File: config.mk
export PLATFORM = sky130hd
export DESIGN_NAME = loop_seq_2lvl
export DESIGN_NICKNAME = d
export VERILOG_FILES = /design/src/rtl/loop_seq_2lvl_pkg.sv /design/src/rtl/loop_idx_cnt.sv /design/src/rtl/loop_seq_2lvl.sv
export SDC_FILE = /design/constraint.sdc
export NUM_CORES = 1
export LEC_CHECK = 0
export BUFFER_PORTS_ARGS = -buffer_cell sky130_fd_sc_hd__buf_2
export CAP_MARGIN = 20
export CORE_ASPECT_RATIO = 0.7
export CORE_UTILIZATION = 40
export CTS_CLUSTER_DIAMETER = 150
export DETAILED_ROUTE_END_ITERATION = 16
export SLEW_MARGIN = 20
export SYNTH_ARGS = -nofsm -noshare
export SYNTH_HDL_FRONTEND = slang
export SYNTH_SLANG_ARGS = --single-unit
File: constraint.sdc
create_clock -name clk -period 2.41 [get_ports clk]
set_clock_uncertainty 0.05 [all_clocks]
set_input_delay 0.241 -clock clk [delete_from_list [all_inputs] [get_ports clk]]
set_output_delay 0.241 -clock clk [all_outputs]
set_load 0.005 [all_outputs]
File: src/rtl/loop_seq_2lvl_pkg.sv
// Shared definitions for the two-level loop sequencer: state encoding and default index width.
package loop_seq_2lvl_pkg;

  localparam int unsigned CNT_W_DEF = 7;

  typedef enum logic [1:0] {
    ST_IDLE = 2'd0,
    ST_RUN  = 2'd1,
    ST_DONE = 2'd2
  } state_t;

endpackage

File: src/rtl/loop_idx_cnt.sv
// Wrapping loop index counter: counts up on en and returns to 0 after reaching the limit.
module loop_idx_cnt
  import loop_seq_2lvl_pkg::*;
#(
  parameter int unsigned W = CNT_W_DEF
) (
  input  logic         clk,
  input  logic         rst,
  input  logic         clr,
  input  logic         en,
  input  logic [W-1:0] limit,
  output logic [W-1:0] idx,
  output logic         last
);

  assign last = (idx == limit);

  // clr wins over en; wrap comes from last, never from adder overflow
  always_ff @(posedge clk) begin
    if (rst) begin
      idx <= '0;
    end else if (clr) begin
      idx <= '0;
    end else if (en) begin
      idx <= last ? '0 : W'(idx + W'(1));
    end
  end

endmodule

File: src/rtl/loop_seq_2lvl.sv
// Two-level loop sequencer: streams (outer, inner) index pairs over valid/ready, inner fastest.
module loop_seq_2lvl
  import loop_seq_2lvl_pkg::*;
#(
  parameter int unsigned CNT_W    = CNT_W_DEF,
  parameter int unsigned OUTER_EN = 1
) (
  input  logic             clk,
  input  logic             rst,
  input  logic             start,
  input  logic [CNT_W-1:0] inner_value,
  input  logic [CNT_W-1:0] outer_value,
  input  logic             step_ready,
  output logic             step_valid,
  output logic [CNT_W-1:0] inner_idx,
  output logic [CNT_W-1:0] outer_idx,
  output logic             inner_last,
  output logic             outer_last,
  output logic             busy,
  output logic             done
);

  state_t           state_q;
  state_t           state_d;
  logic [CNT_W-1:0] inner_lim_q;
  logic [CNT_W-1:0] outer_lim_q;
  logic             in_last_raw;
  logic             out_last_raw;
  logic             run;
  logic             start_acc;
  logic             xfer;
  logic             final_xfer;
  logic             idx_clr;
  logic             inner_en;
  logic             outer_en;

  assign run        = (state_q == ST_RUN);
  assign start_acc  = (state_q == ST_IDLE) && start;
  assign xfer       = run && step_ready;
  assign final_xfer = xfer && in_last_raw && out_last_raw;

  // Indices hold their final values through DONE, then clear on the way back to IDLE
  assign idx_clr  = start_acc || (state_q == ST_DONE);
  assign inner_en = xfer && !final_xfer;
  assign outer_en = xfer && in_last_raw && !out_last_raw;

  assign step_valid = run;
  assign busy       = run;
  assign inner_last = run && in_last_raw;
  assign outer_last = run && out_last_raw;

  always_comb begin
    state_d = state_q;
    case (state_q)
      ST_IDLE: if (start)      state_d = ST_RUN;
      ST_RUN:  if (final_xfer) state_d = ST_DONE;
      ST_DONE:                 state_d = ST_IDLE;
      default:                 state_d = ST_IDLE;
    endcase
  end

  always_ff @(posedge clk) begin
    if (rst) begin
      state_q <= ST_IDLE;
      done    <= 1'b0;
    end else begin
      state_q <= state_d;
      done    <= (state_d == ST_DONE);
    end
  end

  // Limits are captured only when a sequence is launched
  always_ff @(posedge clk) begin
    if (rst) begin
      inner_lim_q <= '0;
      outer_lim_q <= '0;
    end else if (start_acc) begin
      inner_lim_q <= inner_value;
      outer_lim_q <= (OUTER_EN != 0) ? outer_value : '0;
    end
  end

  loop_idx_cnt #(.W(CNT_W)) u_inner (
    .clk   (clk),
    .rst   (rst),
    .clr   (idx_clr),
    .en    (inner_en),
    .limit (inner_lim_q),
    .idx   (inner_idx),
    .last  (in_last_raw)
  );

  loop_idx_cnt #(.W(CNT_W)) u_outer (
    .clk   (clk),
    .rst   (rst),
    .clr   (idx_clr),
    .en    (outer_en),
    .limit (outer_lim_q),
    .idx   (outer_idx),
    .last  (out_last_raw)
  );

endmodule

# Word level (Yosys, flattened, before mapping)

Index checks and enable logic that the tools add are counted.

Register bits after elaboration: 31
Latch bits: 0
Bits in writable memories: 0
Memory bits (read-only): 0
Word-level logic and storage cells: 31
Memories: 0

Add/sub/neg operators: 2
$mul: 0
Div/mod/pow operators: 0
$lt $le $gt $ge: 0
Equality and inequality tests: 5
Shifts and indexed selects: 0
Multiplexer cells: 5
Bitwise logic cells: 0
Reduce and logical (&&, ||, !) cells: 13

Operators by type and width:

| operator              | number |
|---|---|
| $add A7 B1 Y7 const B | 2 |
| $eq A7 B7 Y1          | 2 |
| $mux W7               | 2 |
| $logic_and A1 B1 Y1   | 8 |
| $eq A2 B2 Y1 const B  | 2 |
| $mux W2               | 2 |
| $pmux W2 S2           | 1 |
| $eq A2 B1 Y1 const B  | 1 |
| $logic_not A1 Y1      | 2 |
| $logic_not A2 Y1      | 1 |
| $reduce_or A2 Y1      | 1 |
| $logic_or A1 B1 Y1    | 1 |

# Depth between registers and ports, before layout

Depth in word-level cells: 7
Depth in mapped cells: 7
Gate-level depth less buffers: 5

# Modules after synthesis

From an unflattened synthesis, not the netlist that was laid out.

Cells, all modules: 166
Area total of the unflattened synthesis: 1571.5 um^2

By module, submodules not included:

| module        | instances | cells each | area each (um^2) | sequential area each (um^2) |
|---|---|---|---|---|
| loop_seq_2lvl | 1         | 80         | 795.8            | 340.3 |
| loop_idx_cnt  | 2         | 43         | 387.9            | 140.1 |

# Least setup slack after synthesis

No wires, ideal clock.

Path kind: flip-flop to flip-flop
From: reg u_inner.idx[2]
To: reg u_outer.idx[3]
Library setup time: 70 ps
Data arrival time: 1813 ps
Path slack: 477 ps
Stages on the path, launching flop included: 7
Path buffers: 1
Period minus slack after synthesis: 1933 ps
Cells stage by stage: dfxtp_1 > buf_6 > xnor2_2 > nand4_2 > or4_4 > or4_1 > a21oi_1

Cells in the longest elaborated chain, start to end: 3

Ends and longest elaborated chain:

| element                          | RTL line            | text |
|---|---|---|
| from (decl)                      | loop_idx_cnt.sv:12  | `output logic [W-1:0] idx,` |
| from (signal assigned)           | loop_idx_cnt.sv:25  | `idx <= last ? '0 : W'(idx + W'(1));` |
| $eq A7 B7 Y1                     | loop_idx_cnt.sv:16  | `assign last = (idx == limit);` |
| $logic_and A1 B1 Y1 (2 in a row) | loop_seq_2lvl.sv:45 | `assign outer_en = xfer && in_last_raw && !out_last_raw;` |
| to (signal assigned)             | loop_idx_cnt.sv:25  |  |
| to (decl)                        | loop_idx_cnt.sv:12  |  |

Every way passes these cells.
A chain may end at the register's enable or synchronous reset.

# Worst setup path after layout

From: reg u_inner.idx[2]
To: reg u_outer.idx[4]

Same word-level chain as after synthesis.

==> metrics.md <==
| Metric | Value |
|---|---|
| Hold buffers post-CTS | 0 |
| Crit path launch type | flop |
| Port bufs | 36 |
| Internal | 933 uW |
| Pwr Total | 1250 uW |
| Leakage | 0.000731 uW |
| Peak supply drop | 0.334 mV |
| DR iter-0 viols | 91 |
| FILL cells | 373 |
| Setup CP Type | flop to flop |
| H-Tree Depth | 2 |
| CP top delay family | simple AND/OR/NAND/NOR gates |
| First-pass GRT wire length | 6100 um |
| Fraction of layout cells with a size suffix above 1 | 24.2% |
| Sink Count | 31 |
| Max frequency | 0.450 GHz |
| CP max stage delay | 0.60 ns |
| Worst Path Max Fanout | 12 |
| Final setup TNS | 0 ns |
| Final antenna-violating net count | 0 |
| Synthesized cell area | 1570 sq um |
| Post-CTS setup buffer count | 0 |
| Final Hold Fails | 0 |
| GR Overflow Total | 0 |
| Total track usage | 19.6% |
| Syn avg cell area | 8.15 sq um |
| Syn Nets | 212 |
| Final worst-path cycle share | 92.2% |
| #FFs+latches synth | 31 |
| CTS buffer count | 5 |
| Largest net degree at the start of global routing | 21 |
| Core Area | 3630 sq um |
| Worst rel slew slack | 54.8% |
| Final min period | 2.22 ns |
| First-pass DRT Iterations | 4 |
| I/O pin count | 37 |
| Slew Limit Fails | 0 |
| Crit-path slowest cell | or4_4 |
| Clk network pwr share | 42.0% |
| Worst Setup End Kind | flop |
| Synthesis-to-finish area growth | 19.4% |
| Dpl hpwl | 2900 um |
| Gpl congestion | 0.810 |
| Placed Area | 1750 sq um |
| Reg power frac | 43.9% |
| Nets | 246 |
| DR vias | 1449 |
| Die Wd | 76.8 um |
| Switching share of power | 25.1% |
| Vias in the first global route | 1278 |
| Drt wl/cell | 13.8 um |
| Clock tree buffer depth | 2 |
| Combinational share of power | 14.1% |
| Area occupied by multi-input gates | 862 sq um |
| Seq/Total Area, Yosys | 39.6% |
| Syn. warnings | 0 |
| Number of antenna violations at the first check in global routing | 0 |
| Worst Hold Class | input pin to flop |
| Residual DRC | 0 |
| Max Cap Violations | 0 |
| Diodes inserted | 0 |
| Unique masters post-synth | 37 |
| Critical Path RT | 2.57 ns |
| Post-layout util | 51.6% |
| Worst-Skew Late Latency | 0.28 ns |
| Vias per std cell | 5.23 |
| Endpoints failing setup | 0 |
| CTS tree | yes |
| Worst-Margin Slew | 0.678 ns |
| Worst path arrival time | 2.38 ns |
| Critical Path, Cell by Cell | xnor2_2 -> nand4_2 -> or4_4 -> or4_1 -> a21oi_1 |
| Status | finished, final reports clean |
| Initial Utilization | 43.2% |
| Post-CTS sizing | 0 |
| Die area | 4170 sq um |
| Mapped Cells | 192 |
| DRT Wirelength | 3820 um |
| Power Dens Cells | 667 nW/um^2 |
| FF+latch area | 621 sq um |
| Net Sw Power | 313 uW |
| CTS Root Cell | clkbuf_8 |
| Die Ht | 54.3 um |
| Worst path bufs/invs | 0 |
| RSZ-0062 raised after global routing | false |
| Design area | 1870 sq um |
| Clock-pin slew on the worst setup and hold paths | 0.06 ns |
| Row Count | 18 |
## cell usage after synthesis (all sizes together)
| cell | n | share of area (%) |
|---|---|---|
| or4 | 5 | 2.6 |
| or2 | 4 | 1.6 |
| nand4b | 1 | 0.56 |
| o31ai | 3 | 1.4 |
| o21ba | 1 | 0.64 |
| o311ai | 1 | 0.56 |
| nor3 | 4 | 1.3 |
| a211oi | 1 | 0.48 |
| or3 | 4 | 1.6 |
| clkbuf | 7 | 2.3 |
| nand2 | 41 | 9.8 |
| mux2i | 4 | 2.6 |
| ha | 2 | 1.6 |
| buf | 5 | 2.7 |
| and3b | 1 | 0.56 |
| nand4 | 8 | 3.6 |
| and2 | 4 | 1.6 |
| and2b | 1 | 0.56 |
| nor4 | 1 | 0.40 |
| dfxtp | 31 | 40 |
| o211ai | 2 | 0.96 |
| o22ai | 2 | 0.80 |
| nor2 | 7 | 1.7 |
| a21oi | 24 | 7.7 |
| o21ai | 9 | 2.9 |
| xnor2 | 13 | 7.8 |
| nand3 | 4 | 1.3 |
| xor2 | 1 | 0.56 |
| inv | 1 | 0.24 |
## layout by cell type, fill, tap and decap left out, types with 6 or more instances in the layout
cell type  count
nor2_1         7
clkbuf_8       6
nand2_1       41
xnor2_1       12
a21oi_1       24
nand4_1        7
o21ai_0        9
buf_2         36
dfxtp_1       31
## power groups by stage
| stage | sequential [uW] | combinational (uW) | clock (uW) |
|---|---|---|---|
| 2_1_floorplan | 554 | 127 | 0 |
| 3_3_place_gp | 558 | 168 | 0 |
| 3_5_place_dp | 559 | 174 | 0 |
| 4_1_cts | 547 | 174 | 536 |
| 5_1_grt | 549 | 193 | 564 |
| 6_report | 547 | 176 | 523 |
## state kept, by name (all words and copies together), names as in the netlist
name	cells
inner_lim_q	7
u_inner.idx	7
state_q	2
outer_lim_q	7
done	1
u_outer.idx	7
## routing by layer
| metal | vias up | share of wire [%] | global-route usage (%) |
|---|---|---|---|
| li1 | 743 | - | - |
| met1 | 653 | 50 | 26.0 |
| met2 | 48 | 42 | 30.2 |
| met3 | 5 | 7.0 | 5.50 |
| met4 | 0 | 0.76 | 8.33 |
| met5 | - | 0 | 0 |
## kinds of logic (layout without fill, tap and decap cells)
logic type / after synthesis / after routing / share of synthesized area [%]
AOI/OAI and AO/OA: 43 / 43 / 15.4
xor gates and xnor gates: 14 / 14 / 8.31
adders and majority gates: 2 / 2 / 1.60
buffers and inverters: 13 / 48 / 5.27
DFF: 31 / 31 / 39.6
muxes: 4 / 4 / 2.56
and+or+nand+nor: 85 / 85 / 27.2
## layout make-up
cell class                      count  share of cell area (%)
Timing Repair Buffer               39                    10.8
Multi-Input combinational cell    148                    46.1
Inverter                            1                   0.201
Tap cell                           50                    3.35
Clock buffer                        6                    4.42
Sequential cell                    31                    33.2
Clock inverter                      2                    1.87
## worst min-delay path, stage by stage
cell,delay (ns)
buf_2,0.09
nand2_1,0.04
a21oi_1,0.05
## final timing paths
check	start	end	slack, ns	cells after the start
worst max-delay path	u_inner.idx[2]$_SDFFE_PP0P_	u_outer.idx[4]$_SDFFE_PP0P_	0.19	5
worst min-delay path	outer_value[1]	outer_lim_q[1]$_SDFFE_PP0P_	0.14	3
worst max register to register	u_inner.idx[2]$_SDFFE_PP0P_	u_outer.idx[4]$_SDFFE_PP0P_	0.19	5
worst min register to register	outer_lim_q[3]$_SDFFE_PP0P_	outer_lim_q[3]$_SDFFE_PP0P_	0.42	2
## through the flow
step,setup slack (ns),hold WS [ns],instances
floorplan,0.477,0.327,192
global placement,0.348,0.409,269
detailed placement,0.219,0.418,269
CTS,0.194,0.138,277
global route,0.0962,0.136,277
finish,0.189,0.145,277
(Power assumes the default switching activity.)
